**config.mk**
```make
export PLATFORM = sky130hd
export DESIGN_NAME = cache_control
export DESIGN_NICKNAME = d
export VERILOG_FILES = /design/src/rtl/cache_control.sv
export SDC_FILE = /design/constraint.sdc
export NUM_CORES = 1
export LEC_CHECK = 0
export ABC_AREA = 1
export ABC_CLOCK_PERIOD_IN_PS = 4400
export CAP_MARGIN = 25
export CORE_ASPECT_RATIO = 1.1
export CORE_MARGIN = 2
export CORE_UTILIZATION = 25
export CTS_BUF_LIST = sky130_fd_sc_hd__clkbuf_4 sky130_fd_sc_hd__clkbuf_8
export CTS_CLUSTER_DIAMETER = 50
export DETAILED_ROUTE_END_ITERATION = 8
export GPL_ROUTABILITY_DRIVEN = 0
export PLACE_DENSITY = 0.44
export REMOVE_ABC_BUFFERS = 1
export SLEW_MARGIN = 20
export SYNTH_ARGS = -nofsm -noshare
export SYNTH_HDL_FRONTEND = slang
export SYNTH_SLANG_ARGS = --single-unit
export TNS_END_PERCENT = 20
```
**constraint.sdc**
```tcl
create_clock -name clk -period 4.4 [get_ports clk]
set_input_delay 0.44 -clock clk [delete_from_list [all_inputs] [get_ports clk]]
set_output_delay 0.44 -clock clk [all_outputs]
set_load 0.03 [all_outputs]
```
**src/rtl/cache_control.sv**
```systemverilog
// Control FSM for the 2-way write-back, write-allocate L1 cache.
// Sequences hit handling, dirty-victim writeback and line refill; keeps saturating hit/miss counters.
module cache_control #(
    parameter int unsigned CNT_WIDTH = 16
) (
    input  logic                 clk,
    input  logic                 reset,
    input  logic                 mem_read,
    input  logic                 mem_write,
    output logic                 mem_resp,
    input  logic                 tag0_hit,
    input  logic                 tag1_hit,
    input  logic                 dirty0,
    input  logic                 dirty1,
    input  logic                 lru,
    input  logic                 pmem_resp,
    output logic                 pmem_read,
    output logic                 pmem_write,
    output logic                 way_sel,
    output logic                 data_load,
    output logic                 tag_load,
    output logic                 valid_load,
    output logic                 dirty_load,
    output logic                 dirty_in,
    output logic                 lru_load,
    output logic                 lru_in,
    output logic                 in_sel,
    output logic                 pmem_addr_sel,
    output logic [CNT_WIDTH-1:0] hit_count,
    output logic [CNT_WIDTH-1:0] miss_count
);

    localparam logic [1:0] S_IDLE      = 2'd0;
    localparam logic [1:0] S_CHECK     = 2'd1;
    localparam logic [1:0] S_WRITEBACK = 2'd2;
    localparam logic [1:0] S_ALLOCATE  = 2'd3;

    logic [1:0]           state_q, state_d;
    logic [CNT_WIDTH-1:0] hit_cnt_q, hit_cnt_d;
    logic [CNT_WIDTH-1:0] miss_cnt_q, miss_cnt_d;
    logic                 refilled_q, refilled_d;

    logic req;
    logic hit;
    logic hit_way;
    logic victim_dirty;

    assign req          = mem_read | mem_write;
    assign hit          = tag0_hit | tag1_hit;
    assign hit_way      = ~tag0_hit;
    assign victim_dirty = lru ? dirty1 : dirty0;

    assign hit_count  = hit_cnt_q;
    assign miss_count = miss_cnt_q;

    always_ff @(posedge clk or posedge reset) begin
        if (reset) begin
            state_q    <= S_IDLE;
            hit_cnt_q  <= '0;
            miss_cnt_q <= '0;
            refilled_q <= 1'b0;
        end else begin
            state_q    <= state_d;
            hit_cnt_q  <= hit_cnt_d;
            miss_cnt_q <= miss_cnt_d;
            refilled_q <= refilled_d;
        end
    end

    // Next state, counter updates and datapath strobes.
    always_comb begin
        state_d       = state_q;
        hit_cnt_d     = hit_cnt_q;
        miss_cnt_d    = miss_cnt_q;
        refilled_d    = refilled_q;
        mem_resp      = 1'b0;
        pmem_read     = 1'b0;
        pmem_write    = 1'b0;
        way_sel       = 1'b0;
        data_load     = 1'b0;
        tag_load      = 1'b0;
        valid_load    = 1'b0;
        dirty_load    = 1'b0;
        dirty_in      = 1'b0;
        lru_load      = 1'b0;
        lru_in        = 1'b0;
        in_sel        = 1'b0;
        pmem_addr_sel = 1'b0;

        case (state_q)
            S_IDLE: begin
                if (req) begin
                    state_d = S_CHECK;
                end
            end
            S_CHECK: begin
                refilled_d = 1'b0;
                if (!req) begin
                    state_d = S_IDLE;
                end else if (hit) begin
                    mem_resp = 1'b1;
                    lru_load = 1'b1;
                    lru_in   = ~hit_way;
                    way_sel  = hit_way;
                    // A simultaneous read and write is serviced as a write.
                    if (mem_write) begin
                        data_load  = 1'b1;
                        in_sel     = 1'b1;
                        dirty_load = 1'b1;
                        dirty_in   = 1'b1;
                    end
                    if (!refilled_q && (hit_cnt_q != {CNT_WIDTH{1'b1}})) begin
                        hit_cnt_d = hit_cnt_q + CNT_WIDTH'(1);
                    end
                    state_d = S_IDLE;
                end else begin
                    way_sel = lru;
                    if (miss_cnt_q != {CNT_WIDTH{1'b1}}) begin
                        miss_cnt_d = miss_cnt_q + CNT_WIDTH'(1);
                    end
                    state_d = victim_dirty ? S_WRITEBACK : S_ALLOCATE;
                end
            end
            S_WRITEBACK: begin
                pmem_write    = 1'b1;
                pmem_addr_sel = 1'b1;
                way_sel       = lru;
                if (pmem_resp) begin
                    state_d = S_ALLOCATE;
                end
            end
            S_ALLOCATE: begin
                pmem_read = 1'b1;
                way_sel   = lru;
                if (pmem_resp) begin
                    data_load  = 1'b1;
                    tag_load   = 1'b1;
                    valid_load = 1'b1;
                    dirty_load = 1'b1;
                    refilled_d = 1'b1;
                    state_d    = S_CHECK;
                end
            end
            default: begin
                state_d = S_IDLE;
            end
        endcase
    end

endmodule

```
* After elaboration in Yosys (flattened, before gate mapping)
Cells that the tools add are included.
** Storage, ports and cells
- Bits in read-only memories :: 0
- Output and inout bits :: 45
- Latch bits :: 0
- Bits in writable memories :: 0
- Input bits :: 10
- Register bits after elaboration :: 35
- Logic and storage cells :: 55
- Memories kept :: 0
** Cells by class
- Div/mod/pow operators :: 0
- Bitwise logic cells :: 4
- Muxes and demuxes :: 28
- Equal/unequal tests :: 8
- Add/sub/neg operators :: 2
- $lt $le $gt $ge :: 0
- Shift operators :: 0
- Reductions and logical operators :: 9
- $mul :: 0
** Operators by type and width (number)
- 16-bit by 1-bit adder with 16-bit output (second input constant) :: 2
- 16-bit inequality test (second input constant) :: 2
- 1-bit two-way mux :: 19
- 2-bit two-way mux :: 5
- 2-bit one-hot mux with 4 select lines :: 1
- 4-bit AND reduction :: 2
- 2-bit inequality test (second input constant) :: 3
- 1-bit one-hot mux with 2 select lines :: 3
- 2-bit equality test (second input constant) :: 2
- 3-bit AND reduction :: 1
- 2-bit by 1-bit equality test with 1-bit output (second input constant) :: 1
- 2-bit zero test :: 1
- 1-bit NOT :: 2
- 1-bit OR :: 2
- 2-bit AND reduction :: 1
- 2-bit nonzero test :: 1
- 2-bit OR reduction :: 1
- 1-bit logical AND :: 1
- 1-bit zero test :: 1

* Longest topological paths before layout
- Depth after elaboration :: 5
- Depth in mapped cells :: 11
- Depth with buffers taken out :: 10

* Worst setup path before layout
Ideal clock, no wire load.
- Path kind :: register -> output
- From :: register state_q[1]
- To :: output dirty_load
- Path buffers :: 1
- Stages on the path, launching flop included :: 7
- Required time :: 3.960 ns
- Arrival :: 2.021 ns
- Setup slack :: 1.939 ns
- Cells stage by stage :: dfrtp_1 -> inv_1 -> ha_1 -> inv_1 -> nor3_1 -> or2_2 -> buf_4
** On the way
- Longest elaborated chain between the ends :: 2
- Elaborated cells between the ends (all ways) :: 3
- Those cells by class :: eq/ne (2); mux (1)
** RTL lines
- from (decl) :: RTL line 38 : logic [1:0] state_q, state_d;
- from (signal assigned) :: RTL line 63 : state_q <= state_d;
- 2-bit equality test / 2-bit by 1-bit equality test with 1-bit output (equally long branches)
- 1-bit one-hot mux with 2 select lines *
- to (decl) :: RTL line 23 : output logic dirty_load,
Every way passes the cells marked *; elsewhere a longest branch is shown, timed or not.

* Final worst setup path
- From :: register state_q[1]
- To :: output dirty_load
** On the way
- Longest elaborated chain between the ends :: 2
- Elaborated cells between the ends (all ways) :: 3
- Those cells by class :: eq/ne (2); mux (1)
** RTL lines
- 2-bit equality test / 2-bit by 1-bit equality test with 1-bit output (equally long branches) :: RTL line 90 : case (state_q)
- 1-bit one-hot mux with 2 select lines * :: RTL line 90
Marks and branches as above.

==> results.cfg <==
[clocking]
cts-root-buf = clkbuf_8
ctsHoldBuffers = 0
cts_buffers = 5
htreeDepth = 2
clkSinkCount = 35
clk_pin_slew_worst_paths_ns = 0.07
cts_resized = 0
clk_latency_ns = 0.29
clock_path_buffers = 2
cts_tree = built
cts_setup_buffers = 0

[sta]
setup_viol = 0
fin_crit_ns = 2.65
finalCritPeriodShare_pct = 60.2
fmax_mhz = 378
setup_ws_ns = 1.75
finalHoldViolations = 0
worst_slew_pin_slew_ns = 0.492
tns_ns = 0
skew_ns = 0.0129
whs_ns = 0.518
rsz0062_at_grt = no
drv_slew = 0
relSlewSlack_pct = 67.2

[detailed_routing]
met3_length_um = 263
wire_per_inst_um = 11.5
drt-met1-wl_um = 2620
wl_met2_um = 2860
maxUsedRoutingLayer = met4
drcViolationCount = 0
antenna_left = 0
viasPerCell = 4.34
vias = 2198
first_pass_iters = 4
drt_first_iter_violations = 40
routed_wirelength_um = 5830

[global_routing]
overflow = 0
grt_use_total_pct = 12.6
grt_pass1_wl_um = 10200
grt_max_degree = 36
grt_pass1_vias = 2210
antenna_found_initial = 0

[hold_path]
hold_end = refilled_q$_DFFE_PP0P_
hp-class = register to register
holdPathStages = 2
min_from = refilled_q$_DFFE_PP0P_

[place]
pre_cts_ws_ns = 1.84
port_buffers = 54
dp_hpwl_um = 4320
dp.cells = 499

[synth]
syn_area_um2 = 2340
avgSynthCellArea_um2 = 6.92
yosysWarnings = 0
syn_inst = 338
synth_cell_types = 29
ys_ff_latch = 35
synth-seq-area-share_pct = 37.4

[floorplanning]
rows = 37
coreArea_um2 = 9210
initial_core_util_pct = 25.4
die_y_um = 105
die_x_um = 96.2
ios = 55
floorplan.die_area_um2 = 10200

[critical_path]
r2r_cells = 10
critPathLaunchType = register
r2r_end = hit_count[15]$_DFFE_PP0P_
critPathRequiredTime_ns = 3.96
crit_fanout = 4
ff2ff_setup_slack_ns = 2.34
timing.rr.start = hit_count[0]$_DFFE_PP0P_
worstSetupPathType = register to primary output
cp_data_arrival_time_ns = 2.21
end_kind = primary output

[power_and_ir_drop]
ir_drop_mv = 0.182
power_mw = 1.37
leakage_nw = 1.33
power.density_nw_per_um2 = 451

[finish]
final_nets = 405
antenna_cells = 0
final_cells = 507
drive_gt1_share_pct = 6.41
syn2layout_area_growth_pct = 29.5

[status]
status = complete, no violations

[flow_run]
max_cap_viol_count = 0
## metal layers
metal | vias up | track usage [%]
met3 | 9 | 3.00
met2 | 44 | 21.6
met5 | - | 0
li1 | 1156 | -
met1 | 989 | 15.4
met4 | 0 | 3.98
## synthesized netlist by cell type
| library cell | instances | area share, % |
|---|---|---|
| o2111ai_1 | 1 | 0.37 |
| o21ai_1 | 5 | 1.1 |
| nor3_1 | 3 | 0.64 |
| nor2_4 | 2 | 0.96 |
| or2_2 | 1 | 0.27 |
| nand3_1 | 15 | 3.2 |
| nor2_2 | 1 | 0.27 |
| o22ai_1 | 1 | 0.27 |
| xor2_1 | 8 | 3.0 |
| inv_1 | 33 | 5.3 |
| mux2i_1 | 1 | 0.43 |
| and2_2 | 1 | 0.32 |
| nor2_1 | 35 | 5.6 |
| nand4_1 | 11 | 2.9 |
| buf_4 | 7 | 2.2 |
| clkinv_1 | 1 | 0.16 |
| buf_6 | 1 | 0.48 |
| buf_12 | 1 | 0.86 |
| xnor2_1 | 7 | 2.6 |
| o21ai_0 | 11 | 2.4 |
| a21oi_1 | 2 | 0.43 |
| buf_2 | 2 | 0.43 |
| inv_2 | 1 | 0.16 |
| nand2_1 | 134 | 21 |
| dfrtp_1 | 35 | 37 |
| nand3_2 | 1 | 0.43 |
| ha_1 | 6 | 3.2 |
| o21bai_1 | 2 | 0.64 |
| nand2_2 | 9 | 2.4 |
## stage by stage
stage | instance area, um^2 | util, %
after floorplan | 2250 | -
after global placement | 2940 | 31.9
after detailed placement | 2940 | 31.9
after CTS | 3030 | 32.9
after global routing | 3030 | 32.9
final | 3030 | 32.9
## layout make-up
cell class | instances | area [um^2]
well taps | 117 | 146
clock inverters | 1 | 5.00
fillers | 975 | 6180
clock buffers | 7 | 83.8
inverters | 35 | 131
flip-flops and latches | 35 | 876
repair buffers | 55 | 548
multi-input cells | 257 | 1240
## report_power, final
| group | switching, mW | internal [mW] | total, mW |
|---|---|---|---|
| clock | 0.120 | 0.124 | 0.244 |
| sequential | 0.0892 | 0.383 | 0.473 |
| combinational | 0.404 | 0.246 | 0.650 |
| total | 0.614 | 0.753 | 1.37 |
## worst max-delay path by stage
stage	slack (ns)	cells past startpoint	endpoint	start
global placement	1.90	5	dirty_load	tag0_hit
finish	1.75	6	dirty_load	state_q[1]$_DFFE_PP0P_
floorplan	1.44	5	data_load	state_q[1]$_DFFE_PP0P_
detailed placement	1.84	5	dirty_load	tag0_hit
global route	1.55	6	dirty_load	state_q[1]$_DFFE_PP0P_
CTS	1.73	6	dirty_load	state_q[1]$_DFFE_PP0P_
## cell usage in the layout (no fill, tap or decap), drive strengths merged, types with 2 or more instances in the layout
cell type / n
nand4: 11
o21bai: 2
ha: 6
dfrtp: 35
a21oi: 2
o21ai: 16
nor2: 38
clkdlybuf4s50: 54
inv: 34
nand3: 16
clkbuf: 7
nor3: 3
xnor2: 7
clkinv: 2
nand2: 143
xor2: 8
## critical path, cell delays in order, from the launching register on
cell             delay (ns)
dfrtp_1                0.40
inv_1                  0.10
ha_1                   0.19
inv_1                  0.09
nor3_1                 0.30
or2_2                  0.18
clkdlybuf4s50_1        0.66
## logic make-up after synthesis
| logic type | synth area share [%] |
|---|---|
| buf+inv | 9.63 |
| compound gates | 5.13 |
| fa+ha+maj | 3.21 |
| flops | 37.4 |
| simple gates | 38.6 |
| xor+xnor | 5.62 |
| mux | 0.428 |
## flip-flops by register name, summed over array words and instances (netlist names)
register    count
hit_count      16
miss_count     16
state_q         2
refilled_q      1
No activity file was read; power rests on OpenSTA's default activity.
